[config.mk]
export PLATFORM = sky130hd
export DESIGN_NAME = load_unit
export DESIGN_NICKNAME = d
export VERILOG_FILES = /design/src/rtl/rv32i_types.sv /design/src/rtl/load_align.sv /design/src/rtl/load_unit.sv
export SDC_FILE = /design/constraint.sdc
export NUM_CORES = 1
export LEC_CHECK = 0
export CORE_MARGIN = 2
export CORE_UTILIZATION = 47
export DETAILED_ROUTE_END_ITERATION = 7
export GPL_ROUTABILITY_DRIVEN = 0
export HOLD_SLACK_MARGIN = 0.15
export PLACE_DENSITY_LB_ADDON = 0.15
export SETUP_SLACK_MARGIN = 0.1
export SKIP_LAST_GASP = 1
export SYNTH_ARGS = -nofsm -noshare
export SYNTH_HDL_FRONTEND = slang
export SYNTH_HIERARCHICAL = 1
export SYNTH_SLANG_ARGS = --single-unit
export TNS_END_PERCENT = 1
[constraint.sdc]
create_clock -name clk -period 2.6 [get_ports clk]
set_input_delay 0.26 -clock clk [delete_from_list [all_inputs] [get_ports clk]]
set_output_delay 0.26 -clock clk [all_outputs]
set_load 0.03 [all_outputs]
[src/rtl/rv32i_types.sv]
// Shared RV32I load-path types: upstream FIFO and CDB packets, load funct3 encodings,
// load FSM states and the misalignment helper.
package rv32i_types;

    localparam int unsigned DataW   = 32;
    localparam int unsigned PAddrW  = 6;
    localparam int unsigned RobIdxW = 5;

    localparam logic [2:0] F3Lb  = 3'b000;
    localparam logic [2:0] F3Lh  = 3'b001;
    localparam logic [2:0] F3Lw  = 3'b010;
    localparam logic [2:0] F3Lbu = 3'b100;
    localparam logic [2:0] F3Lhu = 3'b101;

    typedef struct packed {
        logic               ready;
        logic [PAddrW-1:0]  rs1_paddr;
        logic [PAddrW-1:0]  rd_paddr;
        logic [RobIdxW-1:0] rob_idx;
        logic [2:0]         funct3;
        logic [11:0]        imm;
    } ld_st_data_pkt_t;

    typedef struct packed {
        logic               cdb_broadcast;
        logic [PAddrW-1:0]  cdb_p_addr;
        logic [DataW-1:0]   data;
        logic [RobIdxW-1:0] rob_idx;
        logic               exc;
    } cdb_pkt_t;

    typedef enum logic [1:0] {StIdle, StReq, StWait, StBcast} load_state_t;

    function automatic logic is_misaligned(input logic [2:0] funct3, input logic [1:0] offset);
        case (funct3)
            F3Lh, F3Lhu: return offset[0];
            F3Lw:        return offset != 2'b00;
            default:     return 1'b0;
        endcase
    endfunction

endpackage

[src/rtl/load_align.sv]
// Combinational byte-lane logic for loads: read mask from funct3/offset, and
// shift plus sign/zero extension of the returned memory word.
module load_align import rv32i_types::*; #(
    parameter int unsigned XLEN = 32
) (
    input  logic [2:0]      funct3,
    input  logic [1:0]      offset,
    input  logic [XLEN-1:0] rdata,
    output logic [XLEN-1:0] result,
    output logic [3:0]      rmask
);

    logic [XLEN-1:0] shifted;

    always_comb begin
        shifted = rdata >> {offset, 3'b000};
        result  = shifted;
        rmask   = 4'b0000;
        // Masks shift out of the word on misaligned accesses, leaving a truncated mask.
        case (funct3)
            F3Lb: begin
                rmask  = 4'b0001 << offset;
                result = {{(XLEN-8){shifted[7]}}, shifted[7:0]};
            end
            F3Lbu: begin
                rmask  = 4'b0001 << offset;
                result = {{(XLEN-8){1'b0}}, shifted[7:0]};
            end
            F3Lh: begin
                rmask  = 4'b0011 << offset;
                result = {{(XLEN-16){shifted[15]}}, shifted[15:0]};
            end
            F3Lhu: begin
                rmask  = 4'b0011 << offset;
                result = {{(XLEN-16){1'b0}}, shifted[15:0]};
            end
            F3Lw: begin
                rmask  = 4'b1111 << offset;
                result = shifted;
            end
            default: ;
        endcase
    end

endmodule

[src/rtl/load_unit.sv]
// Load unit: pops a ready load, issues one dmem read, aligns the reply and broadcasts it on the CDB.
// Optional LOAD_MISALIGN_CHECK_EN: misaligned LH/LHU/LW skip memory and broadcast with exc set.
module load_unit import rv32i_types::*; #(
    parameter int unsigned XLEN = 32
) (
    input  logic              clk,
    input  logic              rst,
    input  ld_st_data_pkt_t   ld_head,
    input  logic              ld_empty,
    output logic              ld_ren,
    output logic [PAddrW-1:0] prf_rs1_paddr,
    input  logic [XLEN-1:0]   prf_rs1_rdata,
    output logic [XLEN-1:0]   dmem_addr,
    output logic [3:0]        dmem_rmask,
    input  logic [XLEN-1:0]   dmem_rdata,
    input  logic              dmem_resp,
    output logic              cdb_req,
    input  logic              cdb_gnt,
    output cdb_pkt_t          cdb_out,
    input  logic              flush,
    output logic              busy
);

    load_state_t        state_q, state_d;
    logic [XLEN-1:0]    addr_q, addr_d;
    logic [XLEN-1:0]    result_q, result_d;
    logic [2:0]         funct3_q, funct3_d;
    logic [PAddrW-1:0]  rd_q, rd_d;
    logic [RobIdxW-1:0] rob_q, rob_d;
    logic               drain_q, drain_d;
    logic               exc_q, exc_d;
    logic [XLEN-1:0]    ld_addr;
    logic [XLEN-1:0]    align_result;
    logic [3:0]         align_mask;
    logic               misaligned;

    assign ld_addr = prf_rs1_rdata + {{(XLEN-12){ld_head.imm[11]}}, ld_head.imm};

`ifdef LOAD_MISALIGN_CHECK_EN
    assign misaligned = is_misaligned(ld_head.funct3, ld_addr[1:0]);
`else
    assign misaligned = 1'b0;
`endif

    load_align #(
        .XLEN(XLEN)
    ) u_load_align (
        .funct3(funct3_q),
        .offset(addr_q[1:0]),
        .rdata (dmem_rdata),
        .result(align_result),
        .rmask (align_mask)
    );

    assign prf_rs1_paddr = ld_head.rs1_paddr;
    assign dmem_addr     = {addr_q[XLEN-1:2], 2'b00};
    assign dmem_rmask    = (state_q == StReq) ? align_mask : 4'b0000;
    assign busy          = state_q != StIdle;
    assign cdb_req       = (state_q == StBcast) && !flush;

    always_comb begin
        cdb_out               = '0;
        cdb_out.cdb_broadcast = cdb_req && cdb_gnt;
        cdb_out.cdb_p_addr    = rd_q;
        cdb_out.data          = result_q;
        cdb_out.rob_idx       = rob_q;
        cdb_out.exc           = exc_q;
    end

    always_comb begin
        state_d  = state_q;
        addr_d   = addr_q;
        result_d = result_q;
        funct3_d = funct3_q;
        rd_d     = rd_q;
        rob_d    = rob_q;
        drain_d  = drain_q;
        exc_d    = exc_q;
        ld_ren   = 1'b0;
        unique case (state_q)
            StIdle: begin
                if (!rst && !ld_empty && ld_head.ready && !flush) begin
                    ld_ren   = 1'b1;
                    addr_d   = ld_addr;
                    funct3_d = ld_head.funct3;
                    rd_d     = ld_head.rd_paddr;
                    rob_d    = ld_head.rob_idx;
                    result_d = '0;
                    drain_d  = 1'b0;
                    exc_d    = misaligned;
                    state_d  = misaligned ? StBcast : StReq;
                end
            end
            StReq: begin
                if (flush) begin
                    state_d = StIdle;
                end else if (dmem_resp) begin
                    result_d = align_result;
                    state_d  = (rd_q == '0) ? StIdle : StBcast;
                end else begin
                    state_d = StWait;
                end
            end
            StWait: begin
                // A flushed access stays here until its response drains so it cannot alias a new load.
                if (dmem_resp) begin
                    result_d = align_result;
                    state_d  = (drain_q || flush || rd_q == '0) ? StIdle : StBcast;
                end else if (flush) begin
                    drain_d = 1'b1;
                end
            end
            StBcast: begin
                if (flush || cdb_gnt) state_d = StIdle;
            end
            default: state_d = StIdle;
        endcase
    end

    always_ff @(posedge clk) begin
        if (rst) begin
            state_q  <= StIdle;
            addr_q   <= '0;
            result_q <= '0;
            funct3_q <= '0;
            rd_q     <= '0;
            rob_q    <= '0;
            drain_q  <= 1'b0;
            exc_q    <= 1'b0;
        end else begin
            state_q  <= state_d;
            addr_q   <= addr_d;
            result_q <= result_d;
            funct3_q <= funct3_d;
            rd_q     <= rd_d;
            rob_q    <= rob_d;
            drain_q  <= drain_d;
            exc_q    <= exc_d;
        end
    end

endmodule

==> impl_metrics.json, run 1 <==
{
  "worst-r2r-cell-count": 5,
  "slowest_delay_ns": 0.69,
  "cap_violations": 0,
  "drc": 0,
  "slowest_stage": "clkdlybuf4s50_1",
  "r2r_end": "result_q[15]",
  "worstPathArrival_ns": 2.19,
  "worst_skew_pair.late_latency_ns": 0.35,
  "holdPathEnd": "result_q[17]",
  "vdd_drop_max_v": 0.000253,
  "die_area_um2": 13600,
  "max-slew-margin-rel": 0.445,
  "final_util": 0.676,
  "max_clock_freq_mhz": 408,
  "p_sw_w": 0.00128,
  "gr-usage-met1": 0.308,
  "cts_root_buf": "clkbuf_16",
  "grtUsageMet2": 0.443,
  "grt_max_degree": 81,
  "layout-drive-gt1-share": 0.158,
  "grt.busiest_layer": "met2",
  "met3_usage": 0.0420,
  "ant_nets": 0,
  "final_hold_viol_count": 0,
  "p_per_area_nw_per_um2": 459,
  "min_from": "result_q[17]",
  "cts_tree": "built",
  "rrSetupSlack_ns": 0.47,
  "synth.ff_latch_count": 81,
  "grtUsageTotal": 0.255,
  "vias": 6312,
  "grt_pass1_vias": 5990,
  "grt-ovfl-total": 0,
  "synth_edf_count": 0,
  "path_max_fanout": 8,
  "synthXorXnorAreaFrac": 0.0367,
  "antenna_cells": 0,
  "setup_viol": 0,
  "synth-compound-area-share": 0.229,
  "wl_mm": 18.1,
  "worstPathCellList": "clkinvlp_4 -> o21ai_0 -> and2_1 -> clkdlybuf4s50_1",
  "clk_pin_slew_ns": 0.07,
  "seqPwrFrac": 0.339,
  "cts_hold_buf": 0,
  "period_minus_slack_ns": 2.45,
  "setup_ws_ns": 0.152,
  "crit_required_ns": 2.34,
  "status": "finished, final reports clean",
  "final_max_slew_viol_count": 0,
  "p_comb_frac": 0.341,
  "fin_crit_sh": 0.942,
  "min_path_cells": 2,
  "syn_to_final_growth_pct": 41.7,
  "post_drt_wl_per_cell_um": 15.8,
  "chipWidth_um": 117,
  "row_count": 41,
  "syn_inst": 780,
  "worst_pin_slew_ns": 0.832,
  "syn_area_per_cell_um2": 7.65,
  "holdWs_ns": 0.451,
  "rsz0062_at_grt": "yes",
  "core_um2": 12500,
  "cp_num_buf_inv": 2,
  "startpoint_type": "flop",
  "synth_area_um2": 5970,
  "synthSimpleGateAreaFrac": 0.231,
  "grt_pass1_wl_mm": 27.8,
  "p_sw_frac": 0.330,
  "yosys_warnings": 6,
  "synthMuxAreaShare": 0.0472,
  "ctsHtreeMaxLevel": 3,
  "synth_top_family_by_area": "simple AND/OR/NAND/NOR gates",
  "crit_family": "buffers and inverters",
  "power.internal_w": 0.00260,
  "via_per_inst": 5.53,
  "synthAdderAreaFrac": 0.0767,
  "hold_path_class": "flop to flop",
  "dr.pass1.iters": 5,
  "dp_slack_ns": -0.484,
  "final_cell_mix": "clkdlybuf4s50_1, nand2_1, a21oi_1, buf_4, dfxtp_1",
  "clockBufferDepth": 2,
  "setup-tns-final_ns": 0,
  "finClkSkew_ns": 0.00606,
  "clkPwrFrac": 0.320,
  "p_leak_nw": 3.23,
  "end_kind": "output port",
  "mostFrequentLayoutCell": "clkdlybuf4s50_1",
  "yosys_most_used_dff": "dfxtp_1",
  "yosysSeqAreaShare": 0.272,
  "start_util": 0.477,
  "r2r_start": "addr_q[0]",
  "async_reset_ff_frac": 0,
  "cts.sinks": 81,
  "first_iter_violations": 463,
  "die_y_um": 117,
  "port_buffers": 177,
  "ios": 193,
  "synth_cell_types": 71,
  "cts_made_buffers": 9,
  "path_class": "flop to output port",
  "fin_nets": 1104,
  "hpwl_mm": 13.3,
  "antenna_found_initial": 1
}
worst max path at each step:
stage	from	end	slack (ns)	depth (start not counted)
final	addr_q[1]	dmem_rmask[3]	0.15	4
after global routing	ld_head[3]	addr_q[19]	0.06	11
after global placement	ld_head[0]	addr_q[22]	-0.40	11
after floorplan	ld_head[0]	addr_q[22]	0.23	10
after CTS	ld_head[0]	addr_q[22]	0.08	11
after detailed placement	ld_head[0]	addr_q[22]	-0.48	11
worst min-delay path: cells and delay by family (launching register included):
family / cells / cell delay [ns]
AO/OA/AOI/OAI: 1 / 0.05
flip-flops: 1 / 0.31
AND/OR/NAND/NOR: 1 / 0.05
state kept, by name, summed over array words and instances (netlist names):
signal	flops
rd_q	6
state_q	2
drain_q	1
addr_q	32
result_q	32
funct3_q	3
rob_q	5
routing by layer:
layer,up-vias,routed length (um)
li1,3102,-
met1,2920,7470
met2,238,8820
met3,50,1180
met4,2,602
met5,-,14
layout make-up:
class,count,area [um^2]
clock inverter,6,50.0
clock buffer,10,239
sequential,81,1620
multi-input combinational,593,3830
tap,172,215
inverter,15,60.1
timing repair buffer,265,2450
fill,1122,4060
cell usage after synthesis, types with 15 or more instances:
cell type  instances  area [um^2]
a21o_1            18          135
a21oi_1           97          485
buf_4             43          323
clkbuf_1          36          135
dfxtp_1           81         1620
ha_1              35          438
mux2_2            15          169
nand2_1          126          473
nand3_1           44          220
nand3b_1          17          128
nor2_1            26         97.6
o211ai_1          20          150
o21ai_0           39          195
xnor2_1           16          140
power groups by stage:
stage	clock network, W	logic (W)	registers [W]
after global placement	0	0.00124	0.00134
after detailed placement	0	0.00127	0.00134
after global routing	0.00132	0.00143	0.00132
after floorplan	0	0.000749	0.00137
final	0.00124	0.00132	0.00131
after CTS	0.00127	0.00128	0.00131
through the flow:
| stage | area, um^2 | total power (W) | instances |
|---|---|---|---|
| after floorplan | 5980 | 0.00212 | 782 |
| after global placement | 8040 | 0.00258 | 1125 |
| after detailed placement | 8040 | 0.00261 | 1125 |
| after CTS | 8340 | 0.00387 | 1141 |
| after global routing | 8460 | 0.00407 | 1142 |
| final | 8460 | 0.00388 | 1142 |
cell families (layout without fill, tap and decap cells):
| family | count (synthesis) | after routing |
|---|---|---|
| AO/OA/AOI/OAI | 222 | 222 |
| XOR/XNOR | 25 | 25 |
| adder cells (fa/ha/maj) | 36 | 36 |
| buffers and inverters | 108 | 296 |
| multiplexers | 25 | 25 |
| other | 1 | 3 |
| AND/OR/NAND/NOR | 282 | 282 |
| flip-flops | 81 | 81 |
timing repair:
| action | in CTS | in global routing |
|---|---|---|
| gates resized for setup | 4 | 21 |
| pin swaps | 1 | 9 |
| setup endpoints to repair | 11 | 16 |
| buffers inserted | 0 | 1 |
No activity file was read; power rests on OpenSTA's default activity.
==> inputs of run 2 (changes only) <==
--- a/config.mk
+++ b/config.mk
@@ -5,7 +5,6 @@
 export SDC_FILE = /design/constraint.sdc
 export NUM_CORES = 1
 export LEC_CHECK = 0
-export CORE_MARGIN = 2
 export CORE_UTILIZATION = 47
 export DETAILED_ROUTE_END_ITERATION = 7
 export GPL_ROUTABILITY_DRIVEN = 0
==> impl_metrics.json, run 2 (same netlist as run 1, synthesis figures left out) <==
{
  "chipWidth_um": 115,
  "final_cell_mix": "clkdlybuf4s50_1, nand2_1, a21oi_1, buf_4, dfxtp_1",
  "postPlaceCellArea_um2": 8130,
  "max_clock_freq_mhz": 409,
  "grtUsageTotal": 0.276,
  "die_y_um": 115,
  "ios": 193,
  "worst-r2r-cell-count": 5,
  "largestRegisters": "addr_q: 32 flops, result_q: 32 flops, rd_q: 6 flops",
  "cts_made_buffers": 9,
  "crit_required_ns": 2.82,
  "startpoint_type": "input port",
  "wl_met2_mm": 8.95,
  "path_class": "input port to flop",
  "wl_met3_mm": 1.38,
  "cts.sinks": 81,
  "antenna_found_initial": 0,
  "setup_viol": 0,
  "vdd_drop_max_v": 0.000315,
  "via_per_inst": 5.59,
  "core_um2": 12200,
  "fin_cells": 1145,
  "syn_to_final_growth_pct": 43.5,
  "dp_cells": 1128,
  "clockBufferDepth": 2,
  "hold_path_class": "input port to flop",
  "max-slew-margin-rel": 0.423,
  "cap_violations": 0,
  "end_kind": "flop",
  "wl_mm": 18.4,
  "worst_pin_slew_ns": 0.866,
  "die_area_um2": 13200,
  "fin_crit_sh": 0.941,
  "grt-ovfl-total": 0,
  "cts_tree": "built",
  "clk_pin_slew_ns": 0.07,
  "vias": 6398,
  "ant_nets": 0,
  "r2r_end": "result_q[21]",
  "antenna_cells": 0,
  "ctsHtreeMaxLevel": 3,
  "row_count": 40,
  "grt_pass1_wl_mm": 29.2,
  "p_per_area_nw_per_um2": 466,
  "cts_hold_buf": 0,
  "grt_pass1_vias": 6194,
  "layout-drive-gt1-share": 0.167,
  "path_max_fanout": 4,
  "fin_area_um2": 8570,
  "hpwl_mm": 13.5,
  "start_util": 0.489,
  "post_drt_wl_per_cell_um": 16.1,
  "min_path_cells": 4,
  "drc": 0,
  "port_buffers": 177,
  "status": "finished, final reports clean",
  "fin_nets": 1111,
  "p_leak_nw": 3.31,
  "cts_root_buf": "clkbuf_16",
  "dr.pass1.iters": 5,
  "holdPathEnd": "addr_q[0]",
  "wl_met1_mm": 7.72,
  "first_iter_violations": 466,
  "rrSetupSlack_ns": 0.57,
  "min_from": "ld_head[0]",
  "final_hold_viol_count": 0,
  "worst_skew_pair.late_latency_ns": 0.34,
  "finClkSkew_ns": 0.00554,
  "mostFrequentLayoutCell": "clkdlybuf4s50_1",
  "worstPathArrival_ns": 2.67,
  "final_max_slew_viol_count": 0,
  "grt_max_degree": 81,
  "r2r_start": "addr_q[0]",
  "period_minus_slack_ns": 2.45,
  "rsz0062_at_grt": "yes",
  "routed.top_layer": "met4"
}
==> run 2: cell count changes in the layout (fill, tap and decap cells not counted), sizes merged <==
cell           delta
inv               +2
buf               +8
clkdlybuf4s50     -3
dlymetal6s2s      +2
bufinv            +1
clkbuf            -1
clkinvlp          -2
==> run 2: worst max-delay path by stage <==
stage	from	to	slack (ns)	cells after the start
global route	ld_head[9]	addr_q[26]	0.01	12
global placement	ld_head[0]	addr_q[22]	-0.42	12
floorplan	ld_head[0]	addr_q[22]	0.23	10
detailed placement	ld_head[0]	addr_q[30]	-0.44	12
finish	ld_head[9]	addr_q[26]	0.15	12
CTS	ld_head[11]	addr_q[30]	0.07	11
==> run 2: per-layer routing <==
metal / GRT usage / up-vias
li1: - / 3118
met1: 0.340 / 2984
met2: 0.476 / 264
met3: 0.0625 / 32
met4: 0.0918 / 0
met5: 0 / -
==> run 2: timing repair <==
| action | 4_1_cts | 5_1_grt |
|---|---|---|
| setup endpoints to repair | 13 | 18 |
| resized for setup | 7 | 26 |
| pin swaps | 0 | 11 |
| setup buffers | 0 | 1 |
==> run 2: power by group <==
part / switching [W] / total (W) / internal [W]
Combinational: 0.000699 / 0.00134 / 0.000643
Clock: 0.000576 / 0.00134 / 0.000764
Sequential: 0.0000286 / 0.00131 / 0.00129
==> run 2: metrics by stage <==
stage,setup WS (ns),setup TNS (ns),power (W),hold WS (ns),utilization
final,0.154,0,0.00400,0.393,0.702
after detailed placement,-0.445,-5.51,0.00262,0.444,0.665
after global placement,-0.421,-4.73,0.00259,0.438,0.665
after CTS,0.0694,0,0.00398,0.453,0.693
after floorplan,0.232,0,0.00212,0.396,-
after global routing,0.0141,0,0.00418,0.451,0.702
==> run 2: final cells by class <==
type	count	area, um^2
multi-input combinational	593	3830
fill	1053	3640
timing repair buffer	272	2540
sequential	81	1620
clock buffer	9	225
tap	168	210
clock inverter	7	83.8
inverter	15	56.3
==> run 2: worst max-delay path, stage by stage <==
cell	delay (ns)
clkdlybuf4s50_1	0.40
ha_1	0.35
buf_4	0.16
nand2_1	0.05
o21ai_0	0.24
a41oi_2	0.06
buf_4	0.16
o31a_1	0.29
nor4_2	0.32
nor2_1	0.10
xnor2_1	0.19
o21ai_1	0.09
==> inputs of run 3 (changes only) <==
--- a/config.mk
+++ b/config.mk
@@ -10,6 +10,7 @@
 export GPL_ROUTABILITY_DRIVEN = 0
 export HOLD_SLACK_MARGIN = 0.15
 export PLACE_DENSITY_LB_ADDON = 0.15
+export RECOVER_POWER = 100
 export SETUP_SLACK_MARGIN = 0.1
 export SKIP_LAST_GASP = 1
 export SYNTH_ARGS = -nofsm -noshare
==> impl_metrics.json, run 3 (same netlist as run 1, synthesis figures left out) <==
{
  "status": "finished, final reports clean",
  "setup-tns-final_ns": 0,
  "hold_path_class": "input port to flop",
  "period_minus_slack_ns": 2.50,
  "startpoint_type": "input port",
  "rsz0062_at_grt": "yes",
  "chipWidth_um": 115,
  "end_kind": "output port",
  "cts_tree": "built",
  "drc": 0,
  "setup_viol": 0,
  "grt-ovfl-total": 0,
  "grt_pass1_wl_mm": 29.2,
  "final_util": 0.699,
  "via_per_inst": 5.60,
  "grt_pass1_vias": 6194,
  "fin_cells": 1145,
  "cap_violations": 0,
  "die_y_um": 115,
  "cts_root_buf": "clkbuf_16",
  "grtUsageTotal": 0.276,
  "syn_to_final_growth_pct": 42.9,
  "layout-drive-gt1-share": 0.161,
  "vias": 6409,
  "cts_hold_buf": 0,
  "final_max_slew_viol_count": 0,
  "port_buffers": 177,
  "path_class": "input port to output port",
  "ios": 193,
  "core_um2": 12200,
  "final_hold_viol_count": 0,
  "grt_max_degree": 81,
  "max_clock_freq_mhz": 400,
  "post_drt_wl_per_cell_um": 16.1,
  "fin_nets": 1111,
  "mostFrequentLayoutCell": "nand2_1",
  "cts_made_buffers": 9,
  "path_max_fanout": 19,
  "clockBufferDepth": 2,
  "wl_mm": 18.5,
  "final_cell_mix": "nand2_1, clkdlybuf4s50_1, a21oi_1, buf_4, dfxtp_1",
  "first_iter_violations": 462,
  "clk_pin_slew_ns": 0.07,
  "fin_crit_sh": 0.961,
  "worst_pin_slew_ns": 0.858,
  "ctsHtreeMaxLevel": 3,
  "row_count": 40,
  "holdWs_ns": 0.396,
  "start_util": 0.489,
  "worstPathArrival_ns": 2.24,
  "p_leak_nw": 3.56,
  "worst_skew_pair.late_latency_ns": 0.34,
  "cts.sinks": 81,
  "crit_required_ns": 2.34,
  "dp_cells": 1128,
  "dr.pass1.iters": 5,
  "p_per_area_nw_per_um2": 464,
  "die_area_um2": 13200,
  "hpwl_mm": 13.5,
  "ant_nets": 0,
  "antenna_found_initial": 0,
  "largestRegisters": "addr_q: 32 flops, result_q: 32 flops, rd_q: 6 flops",
  "antenna_cells": 0,
  "finClkSkew_ns": 0.00631,
  "max-slew-margin-rel": 0.428,
  "vdd_drop_max_v": 0.000315
}
-- run 3: cell types whose count changed in the layout (fill, tap and decap cells not counted), sizes merged --
cell	change
buf	-6
clkbuf	+6
clkdlybuf4s50	-79
dlygate4sd3	+79
-- run 3: critical path, stage by stage --
cell             delay, ns
clkdlybuf4s50_1       0.50
nor4b_1               0.53
clkbuf_1              0.19
nand2_1               0.19
clkinv_1              0.14
buf_4                 0.26
buf_12                0.15
-- run 3: what timing repair did --
item,in CTS,in global routing
pin swaps,0,11
endpoints found under the setup margin,13,18
buffers inserted,0,1
gates resized for setup,7,26
-- run 3: cell type report --
type                    count  area (um^2)
inverters                  15         56.3
clock buffers               9          225
repair buffers            272         2510
multi-input cells         593         3820
flip-flops and latches     81         1620
fillers                  1061         3680
well taps                 168          210
clock inverters             7         83.8
-- run 3: metrics by stage --
step	cell area [um^2]	total power (W)	worst slack, ns
final	8530	0.00396	0.101
after global routing	8530	0.00415	0.0141
after CTS	8460	0.00398	0.0694
after detailed placement	8130	0.00262	-0.445
after global placement	8130	0.00259	-0.421
after floorplan	5980	0.00212	0.232
-- run 3: where the power goes --
group | switching (W) | internal, W
Clock | 0.000573 | 0.000764
Combinational | 0.000697 | 0.000615
Sequential | 0.0000272 | 0.00129
Total | 0.00130 | 0.00266
-- run 3: layer usage --
layer | vias up | routed length, um | track usage
met2 | 268 | 9050 | 0.476
met1 | 2996 | 7670 | 0.340
li1 | 3118 | - | -
met5 | - | 0 | 0
met4 | 0 | 352 | 0.0918
met3 | 27 | 1400 | 0.0625
-- run 3: path summary, 6_finish.rpt --
check	endpoint	cells after the start	slack (ns)	startpoint
max	ld_ren	7	0.10	flush
max reg2reg	rob_q[0]	7	0.44	state_q[0]
min reg2reg	result_q[19]	2	0.45	result_q[19]
min	addr_q[0]	4	0.40	ld_head[0]
